**src/rtl/if_stage.sv**
```systemverilog
// Instruction-fetch stage: owns the PC, drives the instruction ROM and holds the IF/ID register.
// Optional performance counters are built when IF_PERF_CNT_EN is defined.
module if_stage #(
  parameter logic [31:0] RESET_PC = 32'h0000_0000,
  parameter int unsigned CNT_W    = 32
) (
  input  logic             clk,
  input  logic             rst,
  input  logic             stall_id,
  input  logic             branch,
  input  logic [31:0]      branch_addr,
  input  logic [31:0]      inst_rom_data_i,
  output logic [31:0]      inst_rom_addr_o,
  output logic             inst_rom_ce_o,
  output logic [31:0]      pc_o,
  output logic [31:0]      inst_o,
  output logic             last_branch_o,
  input  logic             perf_clr_i,
  output logic [CNT_W-1:0] perf_fetch_o,
  output logic [CNT_W-1:0] perf_stall_o,
  output logic [CNT_W-1:0] perf_flush_o
);

  localparam logic [0:0] S_IDLE = 1'b0;
  localparam logic [0:0] S_RUN  = 1'b1;

  logic [0:0]  state_q, state_d;
  logic [31:0] pc_q, pc_d;
  logic [31:0] if_pc_q, if_pc_d;
  logic [31:0] if_inst_q, if_inst_d;
  logic        lb_q, lb_d;
  logic        run;
  logic        acc_br;
  logic        unused_ba;

  assign run       = (state_q == S_RUN);
  assign acc_br    = run & branch & ~stall_id;
  // Targets are word aligned; the low address bits are dropped.
  assign unused_ba = ^branch_addr[1:0];

  always_comb begin
    state_d   = S_RUN;
    pc_d      = pc_q;
    if_pc_d   = if_pc_q;
    if_inst_d = if_inst_q;
    lb_d      = lb_q;
    if (!run) begin
      pc_d      = RESET_PC;
      if_pc_d   = '0;
      if_inst_d = '0;
      lb_d      = 1'b0;
    end else if (!stall_id) begin
      // Stall holds everything; a branch seen under stall re-resolves next cycle.
      if_pc_d   = pc_q;
      if_inst_d = inst_rom_data_i;
      lb_d      = acc_br;
      pc_d      = acc_br ? {branch_addr[31:2], 2'b00} : pc_q + 32'd4;
    end
  end

  always_ff @(posedge clk or negedge rst) begin
    if (!rst) begin
      state_q   <= S_IDLE;
      pc_q      <= RESET_PC;
      if_pc_q   <= '0;
      if_inst_q <= '0;
      lb_q      <= 1'b0;
    end else begin
      state_q   <= state_d;
      pc_q      <= pc_d;
      if_pc_q   <= if_pc_d;
      if_inst_q <= if_inst_d;
      lb_q      <= lb_d;
    end
  end

  assign inst_rom_addr_o = pc_q;
  assign inst_rom_ce_o   = run;
  assign pc_o            = if_pc_q;
  assign inst_o          = if_inst_q;
  assign last_branch_o   = lb_q;

`ifdef IF_PERF_CNT_EN
  logic [CNT_W-1:0] fetch_q, stall_q, flush_q;

  always_ff @(posedge clk or negedge rst) begin
    if (!rst) begin
      fetch_q <= '0;
      stall_q <= '0;
      flush_q <= '0;
    end else if (perf_clr_i) begin
      fetch_q <= '0;
      stall_q <= '0;
      flush_q <= '0;
    end else begin
      if (run && !stall_id) fetch_q <= fetch_q + CNT_W'(1);
      if (run && stall_id)  stall_q <= stall_q + CNT_W'(1);
      if (acc_br)           flush_q <= flush_q + CNT_W'(1);
    end
  end

  assign perf_fetch_o = fetch_q;
  assign perf_stall_o = stall_q;
  assign perf_flush_o = flush_q;
`else
  logic unused_perf_clr;

  assign unused_perf_clr = perf_clr_i;
  assign perf_fetch_o    = '0;
  assign perf_stall_o    = '0;
  assign perf_flush_o    = '0;
`endif

endmodule

```
**config.mk**
```make
export PLATFORM = sky130hd
export DESIGN_NAME = if_stage
export DESIGN_NICKNAME = d
export VERILOG_FILES = /design/src/rtl/if_stage.sv
export SDC_FILE = /design/constraint.sdc
export NUM_CORES = 1
export LEC_CHECK = 0
export CORE_MARGIN = 2
export CORE_UTILIZATION = 35
export DETAILED_ROUTE_END_ITERATION = 16
export GPL_TIMING_DRIVEN = 0
export PLACE_DENSITY_LB_ADDON = 0.2
export SLEW_MARGIN = 20
export SYNTH_ARGS = -nofsm -noshare
export SYNTH_HDL_FRONTEND = slang
export SYNTH_SLANG_ARGS = --single-unit
```
**constraint.sdc**
```tcl
create_clock -name clk -period 2.3 [get_ports clk]
set_clock_uncertainty 0.1 [all_clocks]
set_input_delay 0.46 -clock clk [delete_from_list [all_inputs] [get_ports clk]]
set_output_delay 0.46 -clock clk [all_outputs]
set_load 0.005 [all_outputs]
```
# Word level (Yosys, flattened, before mapping)
# Cells that the tools add are included.
# word_totals
inputBits,69
elab_cells,19
mem_bits_rw,0
out_inout_bits,194
n_memories,0
rom_bits,0
latchBits,0
reg_bits,98
# classes
bitwise_logic,3
muxes,9
n_eq_ne,1
div_mod_pow,0
n_mul,0
n_addsub,1
n_reduce_logical,0
order_cmp,0
shifts,0
# ops
op,count
$mux W32,7
$add A32 B3 Y32 const B,1
$and A1 B1 Y1,2
$mux W1,2
$ne A2 B2 Y1 const B,1
$not A1 Y1,1

# Depth between registers and ports, before layout
# Gate-level depths: netlist of the first run.
# logic_depth
word_depth,5
ltp_mapped,6
mapped_depth_nobuf,5

# Least setup slack after synthesis of the first run
# Ideal clock, no wire load.
# synth_path
kind,register to register
from,"register pc_q[2], in the netlist inst_rom_addr_o[2]"
to,"register pc_q[20], in the netlist inst_rom_addr_o[20]"
setup_slack_ns,0.195
n_path_buf,1
arrival_time_ns,1.923
setup_time_ns,0.082
t_required_ns,2.118
synth_period_minus_slack_ns,2.105
stages_incl_launch_ff,7
cell_sequence,dfrtp_1 ha_1 nand2_1 or3_1 buf_2 or4_1 a31oi_1
# synth_via
elab_chain_len,4
# synth_rtl
item,line,text
from (decl),28,"logic [31:0] pc_q, pc_d;"
from (signal assigned),70,pc_q <= pc_d;
$add A32 B3 Y32,57,"pc_d = acc_br ? {branch_addr[31:2], 2'b00} : pc_q + 32'd4;"
$mux W32,57,
$mux W32,52,end else if (!stall_id) begin
$mux W32,47,if (!run) begin
# No other way between the ends. The select of a mux whose other input is x is not followed.
# A chain may end at the register's enable or synchronous reset.

# Worst setup path in the final report of the first run
# layout_path
from,"register pc_q[7], in the netlist inst_rom_addr_o[7]"
to,"register pc_q[22], in the netlist inst_rom_addr_o[22]"
# The elaborated chain is that of the path after synthesis.

==> results of run 1 <==
## registers in the layout, indices dropped and copies added (netlist names)
register	count
pc_o	30
last_branch_o	1
inst_rom_ce_o	1
inst_o	32
inst_rom_addr_o	30
## critical path, delay by kind of cell (launching register included)
kind            cells  cell delay, ps
flops               1             510
simple gates        3            1040
compound gates      1             440
## path summary, 6_finish.rpt
path / start / endpoint
worst max-delay path: inst_rom_addr_o[7] / inst_rom_addr_o[22]
worst min-delay path: inst_o[1] / inst_o[1]
worst max register to register: inst_rom_addr_o[7] / inst_rom_addr_o[22]
worst min register to register: inst_o[1] / inst_o[1]
max in group asynchronous: rst / inst_rom_addr_o[3]
min in group asynchronous: rst / pc_o[10]
## area by class of cell
| type | instances | area, um^2 | share of cell area [%] |
|---|---|---|---|
| clock inverters | 4 | 30.03 | 0.3739 |
| multi-input cells | 424 | 2549 | 31.73 |
| plain buffers | 141 | 933.4 | 11.62 |
| well taps | 188 | 235.2 | 2.929 |
| repair buffers | 164 | 1648 | 20.52 |
| clock buffers | 12 | 256.5 | 3.194 |
| inverters | 5 | 18.77 | 0.2337 |
| flip-flops and latches | 94 | 2361 | 29.40 |
## cells by family (layout without fill, tap and decap cells)
kind of cell	Yosys count	after routing	share of synthesized area, %
buffers and inverters	146	326	17.32
AOI/OAI and AO/OA	86	86	12.02
other	2	101	0.1377
DFF	94	94	43.12
and+or+nand+nor	172	172	15.44
muxes	64	64	11.74
adders and majority gates	1	1	0.2293
## through the flow
| step | setup slack, ps | util [%] | instances |
|---|---|---|---|
| floorplan | 194.9 | - | 664 |
| global placement | -3066 | 50.21 | 1009 |
| detailed placement | -229.2 | 50.40 | 1010 |
| CTS | 17.10 | 52.39 | 1027 |
| global route | -1.013 | 52.83 | 1032 |
| finish | 65.36 | 52.83 | 1032 |
## per-layer routing
| metal | global-route usage, % | part of all wire (%) | vias to the layer above |
|---|---|---|---|
| met5 | 0 | 0 | - |
| met4 | 6.202 | 1.5 | 0 |
| met3 | 5.031 | 8.1 | 23 |
| met2 | 31.03 | 49 | 241 |
| met1 | 24.88 | 42 | 2385 |
| li1 | - | - | 2355 |
## power groups by stage
stage / Sequential, mW / Clock, mW / Combinational [mW]
detailed placement: 1.84 / 0 / 0.808
CTS: 1.81 / 1.49 / 0.812
floorplan: 1.83 / 0 / 0.407
global route: 1.82 / 1.57 / 0.898
finish: 1.81 / 1.47 / 0.820
global placement: 1.84 / 0 / 0.791
## placed cells by master, fill, tap and decap left out, types with 4 or more instances in the layout
cell type	instances
a22o_1	6
o211ai_1	12
dfrtp_1	87
nand2_1	20
buf_2	5
nand3_1	12
a22oi_1	16
or4_1	6
clkbuf_1	26
clkdlybuf4s50_1	156
clkbuf_16	9
conb_1	101
nor3_1	6
dfrtp_2	7
nand4_1	11
buf_1	4
o311ai_0	4
buf_4	107
a31oi_1	5
mux2i_1	64
o221a_2	4
or3_1	6
and3_1	4
a21oi_1	12
nor2_1	84
## repair_timing
item / CTS / global route
endpoints found under the setup margin: 3 / 6
pin swaps: 0 / 0
hold endpoints to repair: 28 / 0
hold buffers: 1 / 0
buffers inserted: 0 / 5
resized for setup: 3 / 13
==> flow_results.xml, run 1 <==
<?xml version="1.0" encoding="UTF-8"?>
<metrics>
  <group name="run_status">
    <metric name="run_status" unit="">finished, final reports clean</metric>
  </group>
  <group name="floorplanning">
    <metric name="rows" unit="">45</metric>
    <metric name="design.die.area" unit="mm^2">0.01660</metric>
    <metric name="chip_width" unit="um">128.8</metric>
    <metric name="ios" unit="">263</metric>
    <metric name="floorplan.die.height" unit="um">128.8</metric>
    <metric name="initial_utilization" unit="%">35.88</metric>
    <metric name="standard_cell_core_area" unit="mm^2">0.01520</metric>
  </group>
  <group name="clocking">
    <metric name="max-clock-path-buffers" unit="">2</metric>
    <metric name="clkSinkCount" unit="">94</metric>
    <metric name="cts_tree" unit="">done</metric>
    <metric name="clk_pin_slew_worst_paths" unit="ps">70</metric>
    <metric name="worst_skew_pair.late_latency" unit="ps">350</metric>
    <metric name="root_buffer" unit="">clkbuf_16</metric>
    <metric name="cts.htree.levels" unit="">3</metric>
    <metric name="number_of_clock_buffers_inserted_by_tritoncts" unit="">9</metric>
  </group>
  <group name="critical_path">
    <metric name="reg2regPathDepth" unit="">4</metric>
    <metric name="worst_ep_required_time" unit="ps">2410</metric>
    <metric name="critical_path.startpoint_type" unit="">flip-flop</metric>
    <metric name="slowest_library_cell_on_the_worst_path" unit="">nor3_1</metric>
    <metric name="setup.worst_path.end_class" unit="">flip-flop</metric>
    <metric name="cp_cell_sequence" unit="">nand4_4, nor3_1, nand3_1, o311ai_0</metric>
    <metric name="cpPeakStageDelay" unit="ps">600</metric>
    <metric name="path_max_fanout" unit="">10</metric>
    <metric name="worst-endpoint-arrival" unit="ps">2340</metric>
    <metric name="r2r_slack" unit="ps">70</metric>
    <metric name="crit_type" unit="">reg2reg</metric>
  </group>
  <group name="placement">
    <metric name="placement.cell_area" unit="mm^2">0.007662</metric>
    <metric name="dp_hpwl" unit="um">12020</metric>
    <metric name="place.gp.congestion" unit="">0.8813</metric>
    <metric name="port_buffers" unit="">157</metric>
  </group>
  <group name="drt">
    <metric name="wl" unit="um">16390</metric>
    <metric name="drt.antenna.violating_nets" unit="">0</metric>
    <metric name="avgViaCountPerCell" unit="">4.849</metric>
    <metric name="routed_wire_length_per_instance" unit="um">15.88</metric>
    <metric name="drt_pre_antenna_iters" unit="">5</metric>
    <metric name="detail_route.drc_violations" unit="">0</metric>
    <metric name="dr.first_iter.drc_count" unit="">325</metric>
    <metric name="total_number_of_vias" unit="">5004</metric>
  </group>
  <group name="pwr">
    <metric name="vdd_ir_drop_max" unit="mV">0.4268</metric>
    <metric name="power.leakage" unit="nW">3.782</metric>
    <metric name="power.share.switching" unit="%">26.97</metric>
    <metric name="combPwrFrac" unit="%">20.0</metric>
    <metric name="seq_power_share" unit="%">44.2</metric>
    <metric name="clockPowerShare" unit="%">35.9</metric>
    <metric name="switchingPower" unit="mW">1.106</metric>
    <metric name="power.density" unit="mW/mm^2">510.7</metric>
    <metric name="internal_power" unit="mW">2.996</metric>
    <metric name="total_power_draw" unit="mW">4.102</metric>
  </group>
  <group name="timing">
    <metric name="finalSetupViolations" unit="">0</metric>
    <metric name="tns" unit="ps">0</metric>
    <metric name="grt_setup_unrepaired" unit="">true</metric>
    <metric name="final-max-slew-violation-count" unit="">0</metric>
    <metric name="slew-limit-headroom" unit="%">46.32</metric>
    <metric name="period_needed" unit="ps">2235</metric>
    <metric name="fin_crit_sh" unit="%">97.16</metric>
    <metric name="finalHoldWorstSlack" unit="ps">418.9</metric>
    <metric name="finalHoldViolations" unit="">0</metric>
    <metric name="fmax" unit="MHz">447.5</metric>
    <metric name="timing_worst_slew_pin_value" unit="ps">799.1</metric>
  </group>
  <group name="logic_synthesis">
    <metric name="syn-cell-area" unit="mm^2">0.005455</metric>
    <metric name="netlist_instances" unit="">565</metric>
    <metric name="synth_area_leader_cell" unit="">dfrtp_1</metric>
    <metric name="synth_most_common_cell" unit="">buf_4</metric>
    <metric name="synth_top_cells_by_count" unit="">101 x buf_4, 94 x dfrtp_1, 84 x nor2_1, 64 x mux2i_1, 25 x clkbuf_1</metric>
    <metric name="area_share_of_the_largest_cell_type_after_synthesis" unit="%">43.12</metric>
    <metric name="synth-main-ff-cell" unit="">dfrtp_1</metric>
    <metric name="synth_cell_types" unit="">58</metric>
    <metric name="yosys_register_bits" unit="">94</metric>
    <metric name="synth_sequential_area_ratio" unit="%">43.12</metric>
    <metric name="async_reset_ff_share" unit="%">100.0</metric>
    <metric name="yosysWarningCount" unit="">0</metric>
    <metric name="netlist_top_cells_area" unit="">dfrtp_1 43%, buf_4 14%, mux2i_1 12%</metric>
    <metric name="synth-edff-count" unit="">0</metric>
    <metric name="post_synth.cell_area_avg" unit="um^2">9.655</metric>
  </group>
  <group name="cells_and_area">
    <metric name="layout.filler_cells" unit="">1378</metric>
    <metric name="final_design_area_no_fill" unit="mm^2">0.008031</metric>
    <metric name="syn2layout_area_growth" unit="%">47.22</metric>
    <metric name="num_antenna_cells" unit="">0</metric>
    <metric name="nNetsFinal" unit="">909</metric>
    <metric name="share_of_cells_above_drive_strength_1" unit="%">19.08</metric>
  </group>
  <group name="grt">
    <metric name="grt_pass1_vias" unit="">4652</metric>
    <metric name="grt_first_pass_wirelength" unit="um">24790</metric>
    <metric name="gr-total-overflow" unit="">0</metric>
    <metric name="tot_gr_track_use" unit="%">19.09</metric>
    <metric name="grt_start_max_net_pins" unit="">67</metric>
    <metric name="grt_antenna_before_repair" unit="">0</metric>
  </group>
  <group name="run">
    <metric name="cap_violations" unit="">0</metric>
  </group>
  <group name="hold_path">
    <metric name="min_path_type" unit="">reg2reg</metric>
    <metric name="hold-path-cell-count" unit="">2</metric>
  </group>
</metrics>
Note: power is estimated with default switching activity, not from simulation.
==> inputs of run 2 (changes only) <==
Settings changed: HOLD_SLACK_MARGIN from default to 0.1, PLACE_DENSITY from default to 0.71, PLACE_DENSITY_LB_ADDON 0.2 to default.
==> run 2 against run 1 <==
Against the previous run: clock power fell by 5%; sequential power barely moved; worst setup slack better by 27 ps; maximum frequency increased by 1.2%; sequential cell count is the same; non-clock buffer count down 4; largest power group unchanged; highest routed layer unchanged; critical path depth rose by 2; worst hold slack better by 1.4 ps; cell area shrank 0.51%; global-route usage is 0.088 points lower; sequential share of layout area up 0.17 points.
==> flow_results.xml, run 2 (synthesized netlist as in run 1, its figures left out) <==
<?xml version="1.0" encoding="UTF-8"?>
<metrics>
  <group name="hold_path">
    <metric name="whs_endpoint" unit="">inst_o[9]</metric>
    <metric name="min_path_type" unit="">reg2reg</metric>
    <metric name="worst_hold_startpoint" unit="">inst_o[9]</metric>
    <metric name="hold-path-cell-count" unit="">2</metric>
  </group>
  <group name="grt">
    <metric name="grt_start_max_net_pins" unit="">57</metric>
    <metric name="tot_gr_track_use" unit="%">19.00</metric>
    <metric name="grt_pass1_vias" unit="">4567</metric>
    <metric name="gr-total-overflow" unit="">0</metric>
    <metric name="grt_first_pass_wirelength" unit="um">24540</metric>
    <metric name="grt_antenna_before_repair" unit="">0</metric>
  </group>
  <group name="critical_path">
    <metric name="worst-endpoint-arrival" unit="ps">2370</metric>
    <metric name="regToRegEndpoint" unit="">inst_rom_addr_o[20]</metric>
    <metric name="critical_path.startpoint_type" unit="">flip-flop</metric>
    <metric name="reg2regPathDepth" unit="">6</metric>
    <metric name="setup.worst_path.end_class" unit="">flip-flop</metric>
    <metric name="crit_type" unit="">reg2reg</metric>
    <metric name="worstReg2RegStart" unit="">inst_rom_addr_o[2]</metric>
    <metric name="r2r_slack" unit="ps">90</metric>
    <metric name="path_max_fanout" unit="">9</metric>
    <metric name="worst_ep_required_time" unit="ps">2460</metric>
  </group>
  <group name="drt">
    <metric name="avgViaCountPerCell" unit="">4.678</metric>
    <metric name="dr.first_iter.drc_count" unit="">198</metric>
    <metric name="drt.antenna.violating_nets" unit="">0</metric>
    <metric name="drt_pre_antenna_iters" unit="">6</metric>
    <metric name="total_number_of_vias" unit="">4809</metric>
    <metric name="detail_route.drc_violations" unit="">0</metric>
    <metric name="routed_wire_length_per_instance" unit="um">15.49</metric>
    <metric name="wl" unit="um">15920</metric>
  </group>
  <group name="timing">
    <metric name="fmax" unit="MHz">453.1</metric>
    <metric name="finalSetupViolations" unit="">0</metric>
    <metric name="slew-limit-headroom" unit="%">41.49</metric>
    <metric name="final-max-slew-violation-count" unit="">0</metric>
    <metric name="timing_worst_slew_pin_value" unit="ps">870.9</metric>
    <metric name="grt_setup_unrepaired" unit="">true</metric>
    <metric name="fin_crit_sh" unit="%">95.96</metric>
    <metric name="finalHoldViolations" unit="">0</metric>
    <metric name="finalHoldWorstSlack" unit="ps">420.3</metric>
    <metric name="period_needed" unit="ps">2207</metric>
  </group>
  <group name="cells_and_area">
    <metric name="share_of_cells_above_drive_strength_1" unit="%">18.45</metric>
    <metric name="ff_latch_area" unit="mm^2">0.002362</metric>
    <metric name="num_antenna_cells" unit="">0</metric>
    <metric name="multi_input_area" unit="mm^2">0.002559</metric>
    <metric name="layout.filler_cells" unit="">1471</metric>
    <metric name="final_cell_mix" unit="">156 x clkdlybuf4s50_1, 102 x buf_4, 101 x conb_1</metric>
    <metric name="nNetsFinal" unit="">905</metric>
    <metric name="largest_register_ff_count" unit="">32</metric>
    <metric name="syn2layout_area_growth" unit="%">46.47</metric>
    <metric name="commonest_non_fill_non_tap_cell_in_the_layout" unit="">clkdlybuf4s50_1</metric>
    <metric name="final_design_area_no_fill" unit="mm^2">0.007990</metric>
  </group>
  <group name="clocking">
    <metric name="number_of_clock_buffers_inserted_by_tritoncts" unit="">9</metric>
    <metric name="worst_skew_pair.late_latency" unit="ps">340</metric>
    <metric name="max-clock-path-buffers" unit="">2</metric>
    <metric name="clk_pin_slew_worst_paths" unit="ps">70</metric>
    <metric name="cts.htree.levels" unit="">3</metric>
    <metric name="clkSinkCount" unit="">94</metric>
    <metric name="cts_tree" unit="">done</metric>
    <metric name="root_buffer" unit="">clkbuf_16</metric>
  </group>
  <group name="run_status">
    <metric name="run_status" unit="">finished, final reports clean</metric>
  </group>
  <group name="pwr">
    <metric name="power.density" unit="mW/mm^2">502.9</metric>
    <metric name="vdd_ir_drop_max" unit="mV">0.3175</metric>
    <metric name="power.leakage" unit="nW">3.749</metric>
  </group>
  <group name="run">
    <metric name="cap_violations" unit="">0</metric>
  </group>
  <group name="floorplanning">
    <metric name="chip_width" unit="um">128.8</metric>
    <metric name="floorplan.die.height" unit="um">128.8</metric>
    <metric name="initial_utilization" unit="%">35.88</metric>
    <metric name="standard_cell_core_area" unit="mm^2">0.01520</metric>
    <metric name="design.die.area" unit="mm^2">0.01660</metric>
    <metric name="rows" unit="">45</metric>
    <metric name="ios" unit="">263</metric>
  </group>
  <group name="placement">
    <metric name="dp_hpwl" unit="um">11790</metric>
    <metric name="place.gp.congestion" unit="">0.8500</metric>
    <metric name="port_buffers" unit="">157</metric>
    <metric name="placement.cell_area" unit="mm^2">0.007662</metric>
  </group>
</metrics>
[run 2: changes by cell type in the layout (fill, tap and decap cells not counted), moves of 2 or more]
cell | before | now
buf_4 | 107 | 102
buf_1 | 4 | 6
clkbuf_2 | 3 | 1
clkinv_2 | 1 | 3
[run 2: final cells by class]
| class | count | area share [%] |
|---|---|---|
| Clock inverter | 4 | 0.2819 |
| Buffer | 141 | 11.62 |
| Timing Repair Buffer | 160 | 20.25 |
| Sequential cell | 94 | 29.56 |
| Inverter | 5 | 0.2349 |
| Multi-Input combinational cell | 424 | 32.02 |
| Clock buffer | 12 | 3.085 |
| Tap cell | 188 | 2.944 |
[run 2: how the worst max path moves through the flow]
stage	endpoint	start	depth (start not counted)
final	inst_rom_addr_o[20]	inst_rom_addr_o[2]	6
after global routing	inst_rom_addr_o[20]	inst_rom_addr_o[2]	6
after CTS	inst_rom_addr_o[20]	inst_rom_addr_o[2]	6
after detailed placement	pc_o[27]	stall_id	5
after global placement	inst_rom_addr_o[8]	rst	1
after floorplan	inst_rom_addr_o[20]	inst_rom_addr_o[2]	6
[run 2: report_power, final]
part	switching, mW	internal [mW]	total [mW]
clock network	0.639	0.758	1.40
logic	0.345	0.462	0.807
registers	0.0799	1.73	1.81
[run 2: repair_timing]
action                                  in CTS  in global routing
pin swaps                                    0                  3
resized for setup                            3                 11
gates cloned                                 0                  0
setup buffers                                0                  1
endpoints found under the hold margin       38                  0
endpoints found under the setup margin       2                  8
hold buffers                                 1                  0
[run 2: routing by layer]
| layer | vias to the layer above | GRT usage [%] | share of wire (%) |
|---|---|---|---|
| met1 | 2259 | 25.32 | 43 |
| li1 | 2336 | - | - |
| met2 | 203 | 30.41 | 49 |
| met3 | 11 | 4.782 | 7.6 |
| met5 | - | 0 | 0 |
| met4 | 0 | 6.138 | 0.90 |
[run 2: through the flow]
step                TNS, ps  utilization [%]  total power, mW  worst slack, ps  std cells
detailed placement    -5286            50.40            2.641           -150.7       1010
global placement    -294370            50.21            2.628            -3089       1009
floorplan                 0                -            2.238            194.9        664
global route         -6.056            52.56            4.226           -6.056       1028
CTS                       0            52.27            4.048            15.62       1027
finish                    0            52.56            4.018            92.82       1028
[run 2: worst max-delay path, cell delays in order (launching register included)]
cell     delay (ps)
dfrtp_2         470
ha_4            190
nand2_2         100
or3_1           380
buf_2           190
or4_1           520
a31oi_1         180
